## config.mk

```make
export PLATFORM = sky130hd
export DESIGN_NAME = mutex_client
export DESIGN_NICKNAME = d
export VERILOG_FILES = /design/src/rtl/mutex_client.sv
export SDC_FILE = /design/constraint.sdc
export NUM_CORES = 1
export LEC_CHECK = 0
export CAP_MARGIN = 20
export CORE_MARGIN = 8
export CORE_UTILIZATION = 30
export CTS_CLUSTER_SIZE = 20
export DETAILED_ROUTE_END_ITERATION = 7
export HOLD_SLACK_MARGIN = 0.1
export PLACE_DENSITY = 0.57
export SLEW_MARGIN = 20
export SYNTH_ARGS = -nofsm -noshare
export SYNTH_HDL_FRONTEND = slang
export SYNTH_SLANG_ARGS = --single-unit
```

## constraint.sdc

```tcl
create_clock -name clk -period 2.5 [get_ports clk]
set_input_delay 0.5 -clock clk [delete_from_list [all_inputs] [get_ports clk]]
set_output_delay 0.5 -clock clk [all_outputs]
set_load 0.02 [all_outputs]
```

## src/rtl/mutex_client.sv

```systemverilog
// Requester-side agent for an issue-ID-arbitrated mutex lock: accepts one op, acquires the
// lock, runs the shared unit once, releases the lock and hands back the result.
module mutex_client #(
   parameter int ID_WIDTH   = 4,
   parameter int DATA_WIDTH = 32,
   parameter int CNT_WIDTH  = 16
) (
   input  logic                  clk,
   input  logic                  rst_n,
   input  logic                  op_valid,
   output logic                  op_ready,
   input  logic [ID_WIDTH-1:0]   op_issue_id,
   input  logic [DATA_WIDTH-1:0] op_data,
   input  logic                  flush,
   output logic                  lock_req,
   output logic [ID_WIDTH-1:0]   lock_issue_id,
   input  logic                  lock_grant,
   output logic                  lock_release,
   output logic                  unit_start,
   output logic [DATA_WIDTH-1:0] unit_operand,
   input  logic                  unit_done,
   input  logic [DATA_WIDTH-1:0] unit_result,
   output logic                  res_valid,
   input  logic                  res_ready,
   output logic [ID_WIDTH-1:0]   res_issue_id,
   output logic [DATA_WIDTH-1:0] res_data,
   output logic [CNT_WIDTH-1:0]  stall_cnt
);

   typedef enum logic [2:0] {IDLE, REQ, START, BUSY, RESP} state_t;

   state_t                state, state_d;
   logic                  killed, killed_d;
   logic [ID_WIDTH-1:0]   id_q;
   logic [DATA_WIDTH-1:0] data_q;

   // NOTE: every variable gets a default before the case so no path leaves it unassigned,
   // which would otherwise infer a latch.
   always_comb begin
      state_d  = state;
      killed_d = killed;
      case (state)
         IDLE:  if (op_valid && !flush) state_d = REQ;
         REQ:   if (flush) state_d = IDLE;
                else if (lock_grant) state_d = START;
         START: begin
            state_d = BUSY;
            if (flush) killed_d = 1'b1;
         end
         BUSY:  if (unit_done) begin
                   killed_d = 1'b0;
                   state_d  = (killed || flush) ? IDLE : RESP;
                end else if (flush) begin
                   killed_d = 1'b1;
                end
         RESP:  if (flush || res_ready) state_d = IDLE;
         default: state_d = IDLE;
      endcase
   end

   // Release must land in the same cycle as the undone flash grant or the unit's done pulse,
   // so it is decoded from live inputs; both cases imply ownership.
   assign lock_release = (state == REQ  && lock_grant && flush) ||
                         (state == BUSY && unit_done);

   assign lock_issue_id = id_q;
   assign unit_operand  = data_q;
   assign res_issue_id  = id_q;

   // NOTE: sequential state uses non-blocking assignments so every register samples
   // pre-edge values regardless of statement order.
   always_ff @(posedge clk or negedge rst_n) begin
      if (!rst_n) begin
         state      <= IDLE;
         killed     <= 1'b0;
         op_ready   <= 1'b1;
         lock_req   <= 1'b0;
         unit_start <= 1'b0;
         res_valid  <= 1'b0;
         id_q       <= '0;
         data_q     <= '0;
         res_data   <= '0;
         stall_cnt  <= '0;
      end else begin
         state      <= state_d;
         killed     <= killed_d;
         op_ready   <= (state_d == IDLE);
         lock_req   <= (state_d == REQ);
         unit_start <= (state_d == START);
         res_valid  <= (state_d == RESP);
         if (state == IDLE && op_valid && !flush) begin
            id_q   <= op_issue_id;
            data_q <= op_data;
         end
         if (state == BUSY && unit_done && !killed && !flush)
            res_data <= unit_result;
         if (state == REQ && !flush && !lock_grant && stall_cnt != '1)
            stall_cnt <= stall_cnt + CNT_WIDTH'(1);
      end
   end

endmodule
```

# Word level (Yosys, flattened, before mapping)
# Index checks and enable logic that the tools add are counted.
# op_classes
n_addsub	1
n_reduce_logical	20
n_mux	10
eq_ne	8
# ops
operator	count
two-way mux 3 bit	6
adder 16 x 1 -> 16 bit, second input constant	1
!= test 16 bit, second input constant	1
case mux 3 bit (5 select lines)	1
logical AND 1 bit	11
equality test 3 x 2 -> 1 bit, second input constant	3
equality test 3 x 1 -> 1 bit, second input constant	2
equality test 3 bit, second input constant	2
logical NOT 3 bit	2
logical NOT 1 bit	3
logical OR 1 bit	3
two-way mux 1 bit	2
case mux 1 bit (2 select lines)	1
nonzero test 2 bit	1
# word_totals
regBits	92
inputBits	75
output_inout_bits	93
word_cells	49

# Depth between registers and ports, before layout
# Gate-level depths: netlist of run 1.
# logic_depth
ltp_word	5
depth_mapped	6
mapped_depth_nobuf	5

# Worst setup path after synthesis of run 1
# Ideal clock, no wire load.
# synth_path
path_kind	reg-to-reg
startpoint	register stall_cnt[0]
endpoint	register stall_cnt[1]
arrival_time_ns	1.911
n_path_buf	0
setup_slack_ns	0.465
period_less_slack_ns	2.035
path_stages_with_launch	6
setup_ns	0.125
required_ns	2.375
path_cell_list	dfrtp_1 > ha_1 > nand4_1 > nor4_2 > nor2_1 > mux2_2
# synth_via
elab_chain_len	2
elab_cells_between_ends	3
classes_between	add/sub: 1; eq/ne: 1; reduce/logical: 1
# synth_rtl
item	line_no	source
from (decl)	27	output logic [CNT_WIDTH-1:0] stall_cnt
from (signal assigned)	98	stall_cnt <= stall_cnt + CNT_WIDTH'(1);
branches (longest 2 deep; another with adder 16 x 1 -> 16 bit)	-	
# Several ways; the timed one is not identified.
# A chain may end at the register's enable or synchronous reset.

# Worst setup path in the final report of run 1
# layout_path
startpoint	input port flush
endpoint	output port lock_release
# layout_via
elab_chain_len	2
# layout_rtl
item	line_no	source
from (decl)	14	input logic flush,
logical AND 1 bit	63	assign lock_release = (state == REQ && lock_grant && flush) ||
logical OR 1 bit	63	
to (decl)	18	output logic lock_release,
# Every way passes these cells.

==> flow_summary_export.csv, run 1 <==
group,metric,value,unit
yosys,synthesis.area,3665,um^2
grt,grt_pass1_vias,2880,
routing,drc,0,
placed_design,portBuffers,167,
grt,grt_max_degree,49,
sta,fmax,427.7,MHz
critical_path,worstSetupPathType,"input pin to primary output",
yosys,synth_compound_area_frac,0.01434,
yosys,yosysWarnings,0,
floorplan,die_w,126.5,um
critical_path,r2r-end,"stall_cnt[1]",
yosys,ys.flop_type,"dfrtp_1",
yosys,synthArstFlopShare,1.000,
critical_path,startpoint_type,"input pin",
sta,period_share,0.9352,
outcome,outcome,"completed",
routing,num_vias,2640,
critical_path,ff2ff_path_depth,6,
grt,antenna_found_initial,0,
clock_tree,cts_buffers,9,
sta,max_slew_margin,0.5785,
yosys,ys_ff_latch,92,
placed_design,gp_congestion,0.7560,
critical_path,end_kind,"primary output",
yosys,synth_top_area_frac,0.6214,
routing,routed_wl,9.499,mm
yosys,synth_area_per_cell,14.72,um^2
yosys,synth.top_cells.by_count,"91 x dfrtp_1, 69 x mux2_2, 8 x nand3_1, 8 x xnor2_1",
floorplan,core,11960,um^2
yosys,synth-xor-area-share,0.03346,
routing,first_iter_violations,130,
placed_design,place_area,5583,um^2
yosys,syn_inst,249,
critical_path,cp.arrival,1.84,ns
grt,grt_overflow_total,0,
sta,final.setup.worst_slack,0.1621,ns
floorplan,placementRows,40,
clock_tree,clk_pin_slew,0.06,ns
critical_path,regToRegStartpoint,"stall_cnt[0]",
layout,fin_area,5853,um^2
routing,wire_per_inst,16.43,um
hold_path,hold_class,"input pin to asynchronous set/reset pin",
sta,tightest_slew,0.6323,ns
sta,setup_viol,0,
yosys,synth_top_family_by_area,"multiplexers",
placed_design,pre_cts_ws,-0.1187,ns
sta,rsz0062_at_grt,"no",
yosys,muxShareOfSynthArea,0.2120,
flow_run,maxCapViolCount,0,
layout,layout-drive-gt1-share,0.2367,
power,irDropWorstVdd,0.0005269,V
clock_tree,insertion_delay,0.33,ns
yosys,yosysTopAreaCell,"dfrtp_1",
routing,detail-route-antenna-nets,0,
floorplan,die_area,16010,um^2
yosys,synth.distinct_cells,35,
yosys,synth_fa_ha_area_frac,0.003414,
sta,maxSlewViolCount,0,
floorplan,ios,168,
clock_tree,clock-sinks,92,
routing,firstDrtPassIters,4,
power,power.density,1113,nW/um^2
yosys,synth_nets,325,
yosys,yosysMostFrequentCell,"dfrtp_1",
floorplan,die_h,126.5,um
critical_path,worstPathRequired,2.00,ns
clock_tree,cts_tree,"yes",
power,total_power,6.516,mW
placed_design,dp_hpwl,7.185,mm
yosys,synth_area_leaders,"dfrtp_1 62%, mux2_2 21%, xnor2_1 1.9%",
sta,hold_viol_final,0,
clock_tree,htree_levels,3,
sta,fin_crit,2.338,ns
yosys,synth-simple-area-share,0.09013,
yosys,ys_seq_area_frac,0.6285,
yosys,synth_edf_count,0,
clock_tree,root_buffer,"clkbuf_16",
grt,grt_pass1_wl,15.49,mm
layout,antenna_cells,0,
layout,n_fill_cell,1127,
critical_path,crit_path_max_fanout,5,
grt,grt.total_usage,0.1224,
layout,synthToLayoutAreaGrowth,59.71,%
clock_tree,cts.path.max_buffers,2,
routing,viasPerCell,4.567,
power,power.leakage,2.539,nW
sta,finClkSkew,0.005686,ns
floorplan,initial_utilization,0.3064,
critical_path,reg2reg_slack,0.46,ns
layout,fin_nets,503,
cell usage in the layout (no fill, tap or decap), drive strengths merged:
| cell type | synthesis | final |
|---|---|---|
| nor4b | 1 | 1 |
| nand4b | 3 | 3 |
| xnor2 | 8 | 8 |
| nor3b | 2 | 2 |
| nor2 | 4 | 4 |
| dfstp | 1 | 1 |
| a21oi | 4 | 4 |
| o21ai | 2 | 2 |
| buf | 8 | 13 |
| and3 | 3 | 3 |
| a311oi | 1 | 1 |
| nor2b | 1 | 1 |
| dfrtp | 91 | 91 |
| or2 | 2 | 2 |
| clkdlybuf4s15 | 0 | 1 |
| nand2b | 1 | 1 |
| nand3 | 8 | 8 |
| ha | 1 | 1 |
| xor2 | 6 | 6 |
| or4b | 2 | 2 |
| a31oi | 1 | 1 |
| clkdlybuf4s50 | 0 | 165 |
| inv | 1 | 1 |
| and4 | 2 | 2 |
| mux2 | 69 | 69 |
| clkbuf | 4 | 13 |
| clkinv | 0 | 2 |
| nand3b | 1 | 1 |
| nor3 | 7 | 7 |
| nand4 | 4 | 4 |
| a21o | 1 | 1 |
| nand2 | 7 | 7 |
| nor4 | 3 | 3 |
repair_timing:
item | CTS | global route
gates resized for setup | 1 | 1
setup buffers | 0 | 0
endpoints found under the setup margin | 1 | 1
hold buffers | 0 | 0
sequential cells by signal, summed over array words and instances (netlist names):
signal	count
res_data	32
op_ready	1
unit_start	1
res_valid	1
state	3
killed	1
lock_issue_id	4
unit_operand	32
stall_cnt	16
lock_req	1
layout make-up:
type / instances / area, um^2 / share of cell area
tap: 147 / 183.9 / 0.03142
multi-input combinational: 144 / 1295 / 0.2212
sequential: 92 / 2303 / 0.3935
clock inverter: 2 / 10.01 / 0.001710
clock buffer: 13 / 260.3 / 0.04446
timing repair buffer: 179 / 1797 / 0.3070
inverter: 1 / 3.754 / 0.0006413
where the power goes:
part           switching (mW)  internal (mW)
clock network           0.532          0.720
logic                    1.32           1.57
registers               0.309           2.07
total                    2.16           4.36
critical path: stages:
cell and delay (ns):
clkdlybuf4s50_1 0.55, nand2_1 0.08, nor2_1 0.10, a21oi_1 0.05, nor3b_1 0.20, clkdlybuf4s15_1 0.35
layer usage:
layer / global-route usage / up-vias / share of wire
li1: - / 1242 / -
met1: 0.1311 / 1302 / 0.39
met2: 0.1987 / 89 / 0.50
met3: 0.06577 / 7 / 0.11
met4: 0.04883 / 0 / 0.011
met5: 0 / - / 0
worst max path at each step:
stage	slack [ns]	depth (start not counted)	start	endpoint
after floorplan	0.46	5	stall_cnt[0]	stall_cnt[1]
after detailed placement	-0.12	6	flush	lock_release
after global placement	-0.10	6	flush	lock_release
after global routing	0.003	6	flush	lock_release
after CTS	0.15	6	flush	lock_release
final	0.16	6	flush	lock_release
through the flow:
step	hold slack, ns	setup TNS [ns]	cells	util
floorplan	0.2044	0	249	-
global placement	0.4862	-0.2460	563	0.4667
detailed placement	0.4911	-0.5409	563	0.4667
CTS	0.1987	0	578	0.4892
global route	0.2244	0	578	0.4893
finish	0.1808	0	578	0.4893
cell families (layout without fill, tap and decap cells):
family                     Yosys count  count (layout)
DFF                                 92              92
muxes                               69              69
and+or+nand+nor                     51              51
xor gates and xnor gates            14              14
buffers and inverters               13             195
AOI/OAI and AO/OA                    9               9
adders and majority gates            1               1
(Power assumes the default switching activity.)
==> inputs of run 2 (changes only) <==
--- a/config.mk
+++ b/config.mk
@@ -12,6 +12,7 @@
 export DETAILED_ROUTE_END_ITERATION = 7
 export HOLD_SLACK_MARGIN = 0.1
 export PLACE_DENSITY = 0.57
+export REMOVE_ABC_BUFFERS = 1
 export SLEW_MARGIN = 20
 export SYNTH_ARGS = -nofsm -noshare
 export SYNTH_HDL_FRONTEND = slang
==> flow_summary_export.csv, run 2 (synthesis gave the netlist of run 1 again) <==
group,metric,value,unit
power,irDropWorstVdd,0.0005342,V
clock_tree,cts_buffers,9,
placed_design,gp_congestion,0.6904,
layout,layout-drive-gt1-share,0.2315,
clock_tree,root_buffer,"clkbuf_16",
routing,wl_met3,1.024,mm
critical_path,crit_chain,"clkdlybuf4s50_1 > nand2_1 > nor2_1 > a21oi_1 > nor3b_1 > dlygate4sd2_1",
critical_path,cp_num_buf_inv,2,
critical_path,slowest_stage,"clkdlybuf4s50_1",
layout,synthToLayoutAreaGrowth,60.50,%
routing,wire_per_inst,16.71,um
placed_design,dp_hpwl,7.288,mm
routing,wl_met2,4.801,mm
clock_tree,insertion_delay,0.33,ns
routing,detail-route-antenna-nets,0,
sta,fmax,441.3,MHz
critical_path,cp.arrival,1.77,ns
routing,firstDrtPassIters,4,
clock_tree,clock-sinks,92,
floorplan,die_w,126.5,um
routing,viasPerCell,4.627,
hold_path,hold_class,"flop to flop",
sta,tightest_slew,0.3960,ns
sta,setup_viol,0,
clock_tree,htree_levels,3,
routing,routed_wl,9.676,mm
routing,dr.max_layer_used,"met4",
clock_tree,clk_pin_slew,0.06,ns
placed_design,portBuffers,167,
grt,antenna_found_initial,0,
critical_path,worst_path_largest_cell_delay,0.51,ns
critical_path,worstPathRequired,2.00,ns
sta,maxSlewViolCount,0,
clock_tree,cts_tree,"yes",
critical_path,end_kind,"primary output",
floorplan,placementRows,40,
grt,grt_pass1_vias,2865,
floorplan,die_area,16010,um^2
grt,grt_pass1_wl,15.50,mm
clock_tree,cts.path.max_buffers,2,
routing,first_iter_violations,79,
critical_path,crit_family,"buffers and inverters",
sta,finalHoldWorstSlack,0.5008,ns
layout,final_common_cell,"clkdlybuf4s50_1",
grt,grt_overflow_total,0,
floorplan,initial_utilization,0.3064,
sta,hold_viol_final,0,
sta,max_slew_margin,0.7340,
clock_tree,cts_setup_buffers,0,
grt,grt_max_degree,67,
critical_path,worstSetupPathType,"input pin to primary output",
sta,rsz0062_at_grt,"no",
routing,wl_met1,3.676,mm
sta,period_share,0.9064,
power,power.leakage,2.550,nW
layout,antenna_cells,0,
flow_run,maxCapViolCount,0,
grt,grt.total_usage,0.1238,
floorplan,ios,168,
routing,num_vias,2679,
critical_path,crit_path_max_fanout,2,
critical_path,startpoint_type,"input pin",
layout,fin_nets,503,
sta,finClkSkew,0.006073,ns
routing,drc,0,
outcome,outcome,"completed",
floorplan,core,11960,um^2
layout,final_cell_mix,"165 x clkdlybuf4s50_1, 91 x dfrtp_1, 69 x mux2_2",
power,power.density,1129,nW/um^2
sta,fin_crit,2.266,ns
floorplan,die_h,126.5,um
sta,fin_setup_tns,0,ns
[run 2: cell types whose count changed in the layout (fill, tap and decap cells not counted)]
cell / delta
clkbuf_1: +2
clkinv_2: -2
buf_4: -1
bufinv_16: +1
clkdlybuf4s15_1: -1
dlygate4sd2_1: +1
dlygate4sd3_1: +1
[run 2: metal layers]
metal | global-route usage | vias to the layer above
li1 | - | 1246
met4 | 0.05732 | 0
met1 | 0.1340 | 1327
met5 | 0 | -
met2 | 0.2000 | 95
met3 | 0.06116 | 11
[run 2: repair_timing]
action | in CTS | in global routing
hold buffers | 1 | 0
gates resized for setup | 1 | 0
hold endpoints to repair | 26 | 0
setup endpoints to repair | 1 | 0
[run 2: path summary, 6_finish.rpt]
kind                               from                to  slack (ns)  cells after the start
hold reg to reg            res_data[22]      res_data[22]        0.50                      1
max in group asynchronous         rst_n          op_ready        1.13                      3
setup / recovery             lock_grant      lock_release        0.23                      6
hold / removal             res_data[22]      res_data[22]        0.50                      1
min in group asynchronous         rst_n  unit_operand[19]        0.63                      2
setup reg to reg               state[2]     stall_cnt[11]        0.53                      5
[run 2: worst reg2reg max path, cell delays in order, from the launching register on]
cell and delay (ns):
dfrtp_1 0.44, or4b_4 0.54, buf_4 0.16, nor4_4 0.41, nand4b_1 0.16, xnor2_1 0.15
[run 2: layout make-up]
class	instances	area [um^2]
clock inverter	1	30.03
timing repair buffer	179	1798
tap	147	183.9
fill	1065	6080
multi-input combinational	144	1295
clock buffer	15	267.8
sequential	92	2303
inverter	1	3.754
[run 2: report_power, final]
part | switching [mW] | total (mW) | internal, mW | leakage [nW]
Sequential | 0.316 | 2.38 | 2.07 | 1.17
Combinational | 1.33 | 2.89 | 1.57 | 1.24
Clock | 0.531 | 1.36 | 0.832 | 0.144
[run 2: metrics by stage]
step           instances  total power, mW  setup slack, ns  area, um^2    util
2_1_floorplan        237            3.765           0.2064        3602       -
3_3_place_gp         562            5.319          -0.1137        5575  0.4661
6_report             579            6.640           0.2339        5882  0.4917
3_5_place_dp         562            5.357         -0.07830        5575  0.4661
4_1_cts              579            6.774           0.1877        5882  0.4917
5_1_grt              579            7.021           0.1038        5882  0.4917
==> RTL change 1: new RTL, config.mk and constraints of run 1 <==
Re-encode `state_t` (5 states) as one-hot, 5 bits wide.
--- a/src/rtl/mutex_client.sv
+++ b/src/rtl/mutex_client.sv
@@ -27,7 +27,7 @@
    output logic [CNT_WIDTH-1:0]  stall_cnt
 );
 
-   typedef enum logic [2:0] {IDLE, REQ, START, BUSY, RESP} state_t;
+   typedef enum logic [4:0] {IDLE = 5'b00001, REQ = 5'b00010, START = 5'b00100, BUSY = 5'b01000, RESP = 5'b10000} state_t;
 
    state_t                state, state_d;
    logic                  killed, killed_d;
Formal check against the unedited RTL: same outputs for any inputs over 10 cycles, from zero or initial values and one cycle with rst_n low; not proved beyond that.
==> RTL change 1 against run 1 <==
Design area up 4.5%. Sequential cell count up 2. Routed wire length up 9.3%. Worst setup slack better by 0.12 ns. Utilization down 0.65 points. Area after synthesis up 6.9%. Maximum frequency up 5.4%. Power down 15%. Sequential power down 12%. First-iteration DRC count down 28%. Critical path depth down 2. Register-to-register slack worse by 0.02 ns. Critical path type is now flop to output pin. Highest routed layer unchanged.
==> RTL change 1: results (changes against run 1) <==
Seq/Total Area, Yosys=60.1% (-2.7 points); status=finished, final reports clean; iteration-0 DRC count of the detailed router=94 (-28%); routed wl met2=4.99 mm (+6.1%); met3 usage=3.39% (-3.2 points); syn nets=352 (+8.3%); Netlist cell types=42 (+20%); IR drop worst, VDD=0.000432 V (-18%); Fin Setup TNS=0 ns (unchanged); initial antenna violation count=0 (unchanged); routability cong.=0.762 (+0.82%); dpl hpwl=7.88 mm (+9.7%); sequential power share=38.1% (+1.6 points); Rel. slew slack=58.5% (+0.69 points); skew final=0.00649 ns (+0.000805 ns); Lkg Pwr=2.72 nW (+7.0%); synth warn=0 (unchanged); combinational cell power=1.96 mW (-32%); arrival time at the worst endpoint=1.72 ns (-0.12 ns); synth top area cells=dfrtp_1 (59%), mux2_2 (19%), xor2_1 (2.2%), buf_6 (1.7%), nor3_1 (1.7%); Tot Pwr=5.51 mW (-15%); crit-path max FO=8 (+3); Top Layer Used=met4; critical path's slowest cell=dfrtp_1; wl on met1=4.47 mm (+22%); CTS max path bufs=2 (unchanged); iteration count of the initial detailed-routing pass=4 (unchanged); largest net degree at the start of global routing=39 (-20%); # placed instances=612 (+8.7%); top post-synthesis cells by count=dfrtp_1 (92), mux2_2 (66), nor3_1 (13); Final Non-Filler Cells=628 (+8.7%); share of cells above drive strength 1=23.0% (-0.64 points); layout filler cell count=1185 (+5.1%); CP startpoint=state[1]; CP max stage delay=0.47 ns (-0.08 ns); all-layer global routing usage=12.2% (-0.081 points); vias in the first global route=2986 (+3.7%); Via density=4.49 (-1.8%); final wirelength=10.4 mm (+9.3%); Mapped Cells=276 (+11%); # port buffers=167 (unchanged); first-pass GRT wire length=15.8 mm (+2.2%); Sw Pwr=1.66 mW (-23%); GRT met1 Usage=14.7% (+1.6 points); metal3 WL=754 um (-27%); M2 GR Usage=19.7% (-0.22 points); Crit path max-delay family=flip-flops; nets=527 (+4.8%)
[RTL change 1: cell count changes in the layout (fill, tap and decap cells not counted), moves of 4 or more]
| cell | delta |
|---|---|
| xor2_1 | +4 |
| nand3_1 | -4 |
| xnor2_1 | -5 |
| nor3_1 | +6 |
[RTL change 1: path summary, 6_finish.rpt]
| kind | slack, ns | depth (start not counted) | endpoint |
|---|---|---|---|
| max | 0.28 | 4 | lock_release |
| min | 0.10 | 1 | unit_operand[29] |
| max reg2reg | 0.44 | 6 | stall_cnt[2] |
| min reg2reg | 0.49 | 1 | res_data[31] |
| max in group asynchronous | 1.61 | 2 | unit_operand[12] |
| min in group clk | 0.49 | 1 | res_data[31] |
[RTL change 1: metrics by stage]
step                      area (um^2)  setup slack [ns]
final                            6120             0.283
after global routing             6120             0.171
after CTS                        6120             0.245
after detailed placement         5800            0.0129
after global placement           5800            0.0185
after floorplan                  3920             0.696
[RTL change 1: cell type report]
cell class	count	area, um^2	area share, %
repair buffers	178	1790	29.2
clock inverters	4	70.1	1.15
well taps	172	215	3.52
multi-input cells	164	1430	23.4
flip-flops and latches	94	2350	38.5
clock buffers	12	246	4.03
inverters	4	15.0	0.245
[RTL change 1: cell families (layout without fill, tap and decap cells)]
| family | count (synthesis) | count (layout) | synth area share (%) |
|---|---|---|---|
| multiplexers | 69 | 69 | 19.8 |
| AND/OR/NAND/NOR | 65 | 65 | 10.5 |
| AO/OA/AOI/OAI | 16 | 16 | 2.88 |
| buffers and inverters | 18 | 198 | 3.39 |
| adder cells (fa/ha/maj) | 1 | 1 | 0.319 |
| flip-flops | 94 | 94 | 60.1 |
| XOR/XNOR | 13 | 13 | 2.91 |
[RTL change 1: timing repair]
item / CTS / global route
endpoints found under the hold margin: 0 / 0
resized for setup: 1 / 0
endpoints found under the setup margin: 1 / 0
==> RTL change 2: new RTL, config.mk and constraints of run 1 <==
Made on the original files. `CNT_WIDTH`: 16 -> 32.
--- a/src/rtl/mutex_client.sv
+++ b/src/rtl/mutex_client.sv
@@ -3,7 +3,7 @@
 module mutex_client #(
    parameter int ID_WIDTH   = 4,
    parameter int DATA_WIDTH = 32,
-   parameter int CNT_WIDTH  = 16
+   parameter int CNT_WIDTH  = 32
 ) (
    input  logic                  clk,
    input  logic                  rst_n,
Ports: changed (resized stall_cnt); port bits go from 168 to 184. The function was not compared with the original's and may differ.
==> RTL change 2 against run 1 <==
Area after synthesis grew 23%. Non-clock buffer count grew 30. Design area grew 21%. Sequential power grew 11%. Clock power grew 32%. Sequential cell count grew 16. Power grew 12%. Combinational power grew 4%. Clock skew shrank 0.0013 ns. Worst setup slack lost 0.030 ns. Routed wire length grew 33%. Via count grew 29%. Largest power group unchanged.
==> RTL change 2: results (changes against run 1) <==
Pint=4.94 mW (+13%); vias in the first global route=3640 (+26%); final hold slack=0.497 ns (+0.316 ns); M2 GR Usage=22.5% (+2.6 points); routed wl met2=6.44 mm (+37%); crit path kind=flop to flop; Top Layer Used=met5; via count=3395 (+29%); Via density=4.64 (+1.7%); all-layer global routing usage=13.3% (+1.0 points); FF-to-FF End=stall_cnt[27]; Worst R2R Setup Slack=0.13 ns (-0.33 ns); metal3 WL=979 um (-4.7%); status=finished, final reports clean; pre-CTS WS=-0.102 ns (+0.0162 ns); syn nets=409 (+26%); CP startpoint=stall_cnt[0]; layout filler cell count=1357 (+20%); Lkg Pwr=3.03 nW (+20%); arrival time at the worst endpoint=2.59 ns (+0.75 ns); met3 usage=5.31% (-1.3 points); iteration-0 DRC count of the detailed router=95 (-27%); nets=614 (+22%); worst min path class=flop to flop; top post-synthesis cells by count=dfrtp_1 (107), mux2_2 (69), xnor2_1 (22); IR drop worst, VDD=0.000498 V (-5.4%); first-pass GRT wire length=20.3 mm (+31%); largest net degree at the start of global routing=53 (+8.2%)
==> RTL change 2: changes by cell type after synthesis, moves of 3 or more <==
cell and delta:
nor2_1 +5, and2_1 +3, clkbuf_1 +3, nand4b_1 -3
nand2_1 +12, and3_1 +4, xnor2_1 +14, dfrtp_1 +16
nand3_1 +5, nand4_1 +13
==> RTL change 2: timing repair <==
action | CTS | global route
resized for setup | 0 | 0
hold buffers | 1 | 0
endpoints found under the hold margin | 28 | 0
==> RTL change 2: power groups by stage <==
| stage | logic [mW] | registers (mW) | clock network (mW) |
|---|---|---|---|
| final | 3.02 | 2.63 | 1.65 |
| after global routing | 3.19 | 2.70 | 1.79 |
| after CTS | 3.08 | 2.63 | 1.72 |
| after detailed placement | 3.07 | 2.65 | 0 |
| after global placement | 3.06 | 2.63 | 0 |
| after floorplan | 0.746 | 3.35 | 0 |
==> RTL change 2: cell type report <==
type / count / area (um^2) / share of cell area (%)
sequential: 108 / 2700 / 38.3
timing repair buffer: 209 / 2050 / 29.0
multi-input combinational: 208 / 1720 / 24.3
clock buffer: 10 / 239 / 3.38
tap: 188 / 235 / 3.33
clock inverter: 6 / 111 / 1.58
inverter: 2 / 7.51 / 0.106
==> RTL change 2: cell families after synthesis <==
logic type | synth area share [%]
DFF | 60.0
and+or+nand+nor | 12.5
muxes | 17.2
xor gates and xnor gates | 5.83
buffers and inverters | 1.94
AOI/OAI and AO/OA | 2.25
adders and majority gates | 0.278
==> RTL change 2: critical path, stage by stage (launching register included) <==
cell     delay [ns]
dfrtp_1        0.36
ha_1           0.20
nand2_1        0.10
or4_2          0.80
o41ai_4        0.51
nor3_1         0.12
xor2_1         0.16
